$ cat config.mk
export PLATFORM = sky130hd
export DESIGN_NAME = sddt_cmd_dispatch_flat
export DESIGN_NICKNAME = d
export VERILOG_FILES = /design/src/rtl/sddt_cmd_dispatch_if.sv /design/src/rtl/sddt_cmd_dispatch.sv /design/src/flat_wrapper.sv
export SDC_FILE = /design/constraint.sdc
export NUM_CORES = 2
export LEC_CHECK = 0
export BUFFER_PORTS_ARGS = -buffer_cell sky130_fd_sc_hd__buf_2
export CAP_MARGIN = 20
export CORE_ASPECT_RATIO = 1.5
export CORE_MARGIN = 8
export CORE_UTILIZATION = 25
export DETAILED_ROUTE_END_ITERATION = 10
export PLACE_DENSITY_LB_ADDON = 0.1
export SETUP_SLACK_MARGIN = 0.4
export SLEW_MARGIN = 20
export SYNTH_ARGS = -nofsm -noshare
export SYNTH_HDL_FRONTEND = slang
export SYNTH_SLANG_ARGS = --single-unit
$ cat constraint.sdc
create_clock -name c0_ddr4_clk -period 7.72 [get_ports c0_ddr4_clk]
set_clock_uncertainty 0.05 [all_clocks]
set_input_delay 1.544 -clock c0_ddr4_clk [delete_from_list [all_inputs] [get_ports c0_ddr4_clk]]
set_output_delay 1.544 -clock c0_ddr4_clk [all_outputs]
set_load 0.03 [all_outputs]
$ cat src/rtl/sddt_cmd_dispatch_if.sv
// Command-dispatch bus bundle: PS command stream in, shared-data channel streams out, control/status words.
// master = upstream/PS + channel side, slave = the dispatcher.
interface sddt_cmd_dispatch_if #(
  parameter int DATA_W = 128,
  parameter int N_CH   = 4
);
  logic [DATA_W-1:0] S_AXIS_CMD_tdata;
  logic              S_AXIS_CMD_tvalid;
  logic              S_AXIS_CMD_tready;
  logic [DATA_W-1:0] M_AXIS_CH_tdata;
  logic [N_CH-1:0]   M_AXIS_CH_tvalid;
  logic [N_CH-1:0]   M_AXIS_CH_tready;
  logic [31:0]       control;
  logic [31:0]       state;

  modport master (
    output S_AXIS_CMD_tdata, S_AXIS_CMD_tvalid, M_AXIS_CH_tready, control,
    input  S_AXIS_CMD_tready, M_AXIS_CH_tdata, M_AXIS_CH_tvalid, state
  );

  modport slave (
    input  S_AXIS_CMD_tdata, S_AXIS_CMD_tvalid, M_AXIS_CH_tready, control,
    output S_AXIS_CMD_tready, M_AXIS_CH_tdata, M_AXIS_CH_tvalid, state
  );
endinterface

$ cat src/rtl/sddt_cmd_dispatch.sv
// Command FIFO plus dispatcher: pops each buffered command word and presents it to the channels
// selected by its header (unicast / broadcast), holding it until every targeted channel has taken it.
module sddt_cmd_dispatch #(
  parameter int DATA_W     = 128,
  parameter int N_CH       = 4,
  parameter int FIFO_DEPTH = 16
) (
  input  logic                  c0_ddr4_clk,
  input  logic                  c0_ddr4_rst,
  sddt_cmd_dispatch_if.slave    io_bus
);
  localparam int ADDR_W = (FIFO_DEPTH > 1) ? $clog2(FIFO_DEPTH) : 1;
  localparam int CNT_W  = ADDR_W + 1;

  typedef enum logic {S_IDLE, S_ISSUE} fsm_t;

  logic [DATA_W-1:0] r_mem [FIFO_DEPTH];
  logic [ADDR_W-1:0] r_wr_ptr;
  logic [ADDR_W-1:0] r_rd_ptr;
  logic [CNT_W-1:0]  r_count;
  logic              r_ready;
  fsm_t              r_fsm;
  logic [N_CH-1:0]   r_tvalid;
  logic [DATA_W-1:0] r_tdata;
  logic              r_err;
  logic [7:0]        r_drop_cnt;
  logic [31:0]       r_state_word;

  logic              w_flush;
  logic              w_pause;
  logic [N_CH-1:0]   w_en;
  logic              w_empty;
  logic              w_full;
  logic              w_tready;
  logic              w_push;
  logic              w_pop;
  logic [DATA_W-1:0] w_head;
  logic [7:0]        w_hdr;
  logic [N_CH-1:0]   w_uni_mask;
  logic [N_CH-1:0]   w_mask;
  logic [N_CH-1:0]   w_tvalid_left;
  logic [CNT_W-1:0]  w_count_next;
  logic              w_unused_ctrl;

  assign w_flush       = io_bus.control[0];
  assign w_pause       = io_bus.control[1];
  assign w_en          = io_bus.control[8 +: N_CH];
  assign w_unused_ctrl = ^{io_bus.control[31:8+N_CH], io_bus.control[7:2]};

  assign w_empty  = (r_count == '0);
  assign w_full   = (r_count == CNT_W'(FIFO_DEPTH));
  // Readiness comes from the registered count; flush masks it immediately so nothing lands mid-flush.
  assign w_tready = r_ready & ~w_flush;
  assign w_push   = io_bus.S_AXIS_CMD_tvalid & w_tready;
  assign w_pop    = (r_fsm == S_IDLE) & ~w_empty & ~w_pause & ~w_flush;
  assign w_head   = r_mem[r_rd_ptr];
  assign w_hdr    = w_head[DATA_W-1 -: 8];

  for (genvar gi = 0; gi < N_CH; gi++) begin : g_uni
    assign w_uni_mask[gi] = (w_hdr[6:0] == 7'(gi)) & w_en[gi];
  end

  assign w_mask        = w_hdr[7] ? w_en : w_uni_mask;
  assign w_tvalid_left = r_tvalid & ~io_bus.M_AXIS_CH_tready;

  always_comb begin
    w_count_next = r_count;
    if (w_flush) begin
      w_count_next = '0;
    end else if (w_push && !w_pop) begin
      w_count_next = r_count + CNT_W'(1);
    end else if (!w_push && w_pop) begin
      w_count_next = r_count - CNT_W'(1);
    end
  end

  always_ff @(posedge c0_ddr4_clk) begin
    if (w_push) begin
      r_mem[r_wr_ptr] <= io_bus.S_AXIS_CMD_tdata;
    end
  end

  always_ff @(posedge c0_ddr4_clk or posedge c0_ddr4_rst) begin
    if (c0_ddr4_rst) begin
      r_wr_ptr <= '0;
      r_rd_ptr <= '0;
      r_count  <= '0;
      r_ready  <= 1'b0;
    end else begin
      r_count <= w_count_next;
      r_ready <= (w_count_next != CNT_W'(FIFO_DEPTH)) & ~w_flush;
      if (w_flush) begin
        r_wr_ptr <= '0;
        r_rd_ptr <= '0;
      end else begin
        if (w_push) r_wr_ptr <= r_wr_ptr + ADDR_W'(1);
        if (w_pop)  r_rd_ptr <= r_rd_ptr + ADDR_W'(1);
      end
    end
  end

  always_ff @(posedge c0_ddr4_clk or posedge c0_ddr4_rst) begin
    if (c0_ddr4_rst) begin
      r_fsm      <= S_IDLE;
      r_tvalid   <= '0;
      r_tdata    <= '0;
      r_err      <= 1'b0;
      r_drop_cnt <= '0;
    end else if (w_flush) begin
      r_fsm    <= S_IDLE;
      r_tvalid <= '0;
    end else begin
      case (r_fsm)
        S_IDLE: begin
          if (w_pop) begin
            if (w_mask != '0) begin
              r_tdata  <= w_head;
              r_tvalid <= w_mask;
              r_fsm    <= S_ISSUE;
            end else begin
              // Word with no live target is discarded and recorded as a drop.
              r_err <= 1'b1;
              if (r_drop_cnt != 8'hFF) r_drop_cnt <= r_drop_cnt + 8'd1;
            end
          end
        end
        S_ISSUE: begin
          r_tvalid <= w_tvalid_left;
          if (w_tvalid_left == '0) r_fsm <= S_IDLE;
        end
        default: r_fsm <= S_IDLE;
      endcase
    end
  end

  always_ff @(posedge c0_ddr4_clk or posedge c0_ddr4_rst) begin
    if (c0_ddr4_rst) begin
      r_state_word <= 32'h4;
    end else begin
      r_state_word <= {{(16-CNT_W){1'b0}}, r_count, r_drop_cnt, 4'b0000,
                       (r_fsm == S_ISSUE), w_empty, w_full, r_err};
    end
  end

  assign io_bus.S_AXIS_CMD_tready = w_tready;
  assign io_bus.M_AXIS_CH_tdata   = r_tdata;
  assign io_bus.M_AXIS_CH_tvalid  = r_tvalid;
  assign io_bus.state             = r_state_word;
endmodule

$ cat src/flat_wrapper.sv
// flat-port wrapper written by rule: the top's interface ports become plain ports
module sddt_cmd_dispatch_flat 
#(
  parameter int DATA_W     = 128,
  parameter int N_CH       = 4,
  parameter int FIFO_DEPTH = 16
)
  (c0_ddr4_clk, c0_ddr4_rst, io_bus_S_AXIS_CMD_tdata, io_bus_S_AXIS_CMD_tvalid, io_bus_M_AXIS_CH_tready, io_bus_control, io_bus_S_AXIS_CMD_tready, io_bus_M_AXIS_CH_tdata, io_bus_M_AXIS_CH_tvalid, io_bus_state);
  sddt_cmd_dispatch_if #(.DATA_W(DATA_W), .N_CH(N_CH)) io_bus_i ();
  input  logic c0_ddr4_clk;
  input  logic c0_ddr4_rst;
  input wire logic [$bits(io_bus_i.S_AXIS_CMD_tdata)-1:0] io_bus_S_AXIS_CMD_tdata;
  input wire logic [$bits(io_bus_i.S_AXIS_CMD_tvalid)-1:0] io_bus_S_AXIS_CMD_tvalid;
  input wire logic [$bits(io_bus_i.M_AXIS_CH_tready)-1:0] io_bus_M_AXIS_CH_tready;
  input wire logic [$bits(io_bus_i.control)-1:0] io_bus_control;
  output wire logic [$bits(io_bus_i.S_AXIS_CMD_tready)-1:0] io_bus_S_AXIS_CMD_tready;
  output wire logic [$bits(io_bus_i.M_AXIS_CH_tdata)-1:0] io_bus_M_AXIS_CH_tdata;
  output wire logic [$bits(io_bus_i.M_AXIS_CH_tvalid)-1:0] io_bus_M_AXIS_CH_tvalid;
  output wire logic [$bits(io_bus_i.state)-1:0] io_bus_state;
  assign io_bus_i.S_AXIS_CMD_tdata = io_bus_S_AXIS_CMD_tdata;
  assign io_bus_i.S_AXIS_CMD_tvalid = io_bus_S_AXIS_CMD_tvalid;
  assign io_bus_i.M_AXIS_CH_tready = io_bus_M_AXIS_CH_tready;
  assign io_bus_i.control = io_bus_control;
  assign io_bus_S_AXIS_CMD_tready = io_bus_i.S_AXIS_CMD_tready;
  assign io_bus_M_AXIS_CH_tdata = io_bus_i.M_AXIS_CH_tdata;
  assign io_bus_M_AXIS_CH_tvalid = io_bus_i.M_AXIS_CH_tvalid;
  assign io_bus_state = io_bus_i.state;
  sddt_cmd_dispatch #(.DATA_W(DATA_W), .N_CH(N_CH), .FIFO_DEPTH(FIFO_DEPTH)) u_core (.c0_ddr4_clk(c0_ddr4_clk), .c0_ddr4_rst(c0_ddr4_rst), .io_bus(io_bus_i));
endmodule
==> summary.md <==
| Metric | Value |
|---|---|
| Highest Signal Layer | `met5` |
| Slew Limit Fails | `0` |
| R2r startpoint | `u_core.r_rd_ptr[0]` |
| Mean Syn Cell Area | `24.3 µm²` |
| # setup viols final | `0` |
| CP Launch Point | `u_core.r_rd_ptr[0]` |
| DR vias | `37,844` |
| Pwr Density | `319 nW/µm²` |
| GR Overflow Total | `0` |
| Commonest non-fill, non-tap cell in the layout | `edfxtp_1` |
| Clk sinks | `2,221` |
| Post-Syn Instances | `3,473` |
| Syn-to-layout area delta | `17.3%` |
| Mean number of vias per cell | `4.41` |
| Synth cell types | `58` |
| CTS resizes | `0` |
| Min cycle time layout | `5350 ps` |
| GR Util All Layers | `13.4%` |
| Number of routed nets with antenna violations | `0` |
| R2R Setup Slk | `2370 ps` |
| Least-Margin Pin Slew | `977 ps` |
| Rows | `261` |
| Startpoint Class | `flop` |
| Core area | `336,000 µm²` |
| Setup CP Type | `reg2reg` |
| First-pass GRT wire length | `343,000 µm` |
| CTS hold repair buffers | `0` |
| DRT Pass-1 Iters | `5` |
| Most frequent cells in the layout | `edfxtp_1, mux4_2, buf_2` |
| Detailed placement HPWL | `123,000 µm` |
| Slew margin rel. | `34.4%` |
| WL/cell | `28.7 µm` |
| Worst EP arrival | `6020 ps` |
| Die width | `490 µm` |
| Initial antenna violation count | `83` |
| DRT Wirelength | `246,000 µm` |
| Asr flop ratio synth | `7.79%` |
| Drt drc | `0` |
| CTS tree | `done` |
| RSZ-0062 raised after global routing | `false` |
| Hold_sp | `u_core.r_err` |
| Setup bufs post-CTS | `0` |
| H-tree levels | `4` |
| DIE AREA | `356,000 µm²` |
| Layout Nets | `4,076` |
| Crit end category | `flop` |
| Sequential area share after synthesis | `78.1%` |
| Req. time, crit path | `8400 ps` |
| Register bit total from synthesis | `2,221` |
| Status | `completed` |
| WL met1 | `107,000 µm` |
| Worst min path class | `reg2reg` |
| Met2 routed WL | `122,000 µm` |
| Prevailing post-synth register cell | `edfxtp_1` |
| Number of global-route vias before repair | `41,429` |
| Ports | `332` |
| Max VDD drop | `272 µV` |
| CTS clock-pin slew for the worst setup and hold paths | `60 ps` |
| Buffer depth of the longest clock path | `4` |
| Fin crit share | `69.2%` |
| Hold slack final | `336 ps` |
| Max Freq | `0.187 GHz` |
| Total power | `0.0316 W` |
| Die Ht | `727 µm` |
| Max cap viols | `0` |
| Hold Fails Final Rpt | `0` |
| Post-Syn Area | `84,200 µm²` |
| Met3 wire length | `11,500 µm` |
| DR iter-0 viols | `2,343` |
| Leak | `30.8 nW` |
| Share of layout cells above drive strength 1 | `35.5%` |
| Clock Latency Late Sink | `890 ps` |
| Setup TNS | `0 ps` |
| GPL Wtd Cong | `0.663` |
| Num CTS Buffers | `236` |
| Crit-path max FO | `61` |
| EDFF count, synth | `2,048` |
| YS warnings | `0` |
| Initial Utilization | `25.1%` |
| Largest net degree at the start of global routing | `117` |
| Port Buffer Count | `290` |
| Clock root buffer | `clkbuf_16` |
## flip-flops by register name, indices dropped and copies added, names as in the netlist, 4 cells and up
name	cells
u_core.io_bus.M_AXIS_CH_tvalid	4
u_core.r_mem	2048
u_core.io_bus.M_AXIS_CH_tdata	128
u_core.r_count	5
u_core.r_drop_cnt	8
u_core.io_bus.state	17
u_core.r_wr_ptr	4
u_core.r_rd_ptr	4
## path summary, 6_finish.rpt
path	end	depth (start not counted)
worst max register to register	u_core.io_bus.M_AXIS_CH_tdata[21]	9
worst min-delay path	u_core.io_bus.state[0]	0
worst max-delay path	u_core.io_bus.M_AXIS_CH_tdata[21]	9
min in group asynchronous	u_core.io_bus.state[16]	2
worst min register to register	u_core.io_bus.state[0]	0
max in group asynchronous	u_core.r_rd_ptr[1]	3
## layer usage
layer	GRT usage [%]	vias to the layer above
met4	2.92	46
met2	23.0	762
met5	0	-
met3	2.70	384
li1	-	15652
met1	17.7	21000
## cell type report
class                           instances  area [µm²]
Antenna cell                           15        37.5
Clock buffer                          329        6550
Clock inverter                        104         823
Fill cell                           32659      237000
Inverter                               18        82.6
Multi-Input combinational cell       1057       17500
Sequential cell                      2221       65800
Tap cell                             4471        5590
Timing Repair Buffer                  366        2400
## stage by stage
step                      instance area (µm²)  worst slack, ps  util (%)  cells
final                                   98900             2370      29.4   8581
after global routing                    98800             2040      29.4   8569
after CTS                               98800             2190      29.4   8566
after detailed placement                91500             2210      27.2   8133
after global placement                  91500             2240      27.2   8133
after floorplan                         84300             1440         -   3487
## worst max-delay path: stages (launching register included)
cell and delay [ps]:
dfrtp_4 890, buf_4 630, mux4_2 590, mux2i_1 140, mux2i_1 130, or4_1 670
a211o_1 440, a21oi_4 460, buf_12 530, mux2_4 360
## synthesized netlist by cell type, types with 3 or more instances
cell,count,share of area [%]
a211oi_1,25,0.22
a21oi_1,34,0.20
a221oi_1,3,0.031
a31oi_1,4,0.030
and2_1,22,0.16
and3_1,7,0.052
buf_1,52,0.23
buf_2,13,0.077
buf_4,21,0.19
buf_8,7,0.12
clkbuf_1,96,0.43
dfrtp_1,172,5.1
edfxtp_1,2048,73
ha_1,9,0.13
inv_1,18,0.080
mux2_2,55,0.74
mux2_4,73,1.3
mux2i_1,46,0.55
mux4_2,603,16
nand2_1,26,0.12
nand3_1,12,0.071
nand4_1,7,0.052
nor2_1,21,0.094
nor2b_1,23,0.17
nor3_1,8,0.048
nor4b_1,3,0.031
o21ai_0,6,0.036
o22ai_1,3,0.022
xnor2_1,13,0.14
xor2_1,4,0.042
## report_power, final
group | internal, W | switching (W) | leakage (nW) | total (W)
logic | 0.00306 | 0.00340 | 6.64 | 0.00646
clock network | 0.00622 | 0.00483 | 3.59 | 0.0111
registers | 0.0136 | 0.000420 | 20.5 | 0.0140
total | 0.0229 | 0.00865 | 30.8 | 0.0316
## kinds of logic after synthesis
kind of cell / after synthesis / synth area share (%)
compound gates: 98 / 0.789
mux: 777 / 18.7
simple gates: 140 / 0.890
other cells: 1 / 0.00445
flops: 2221 / 78.1
fa+ha+maj: 10 / 0.146
buf+inv: 209 / 1.16
xor+xnor: 17 / 0.177
No activity file was read; power rests on OpenSTA's default activity.
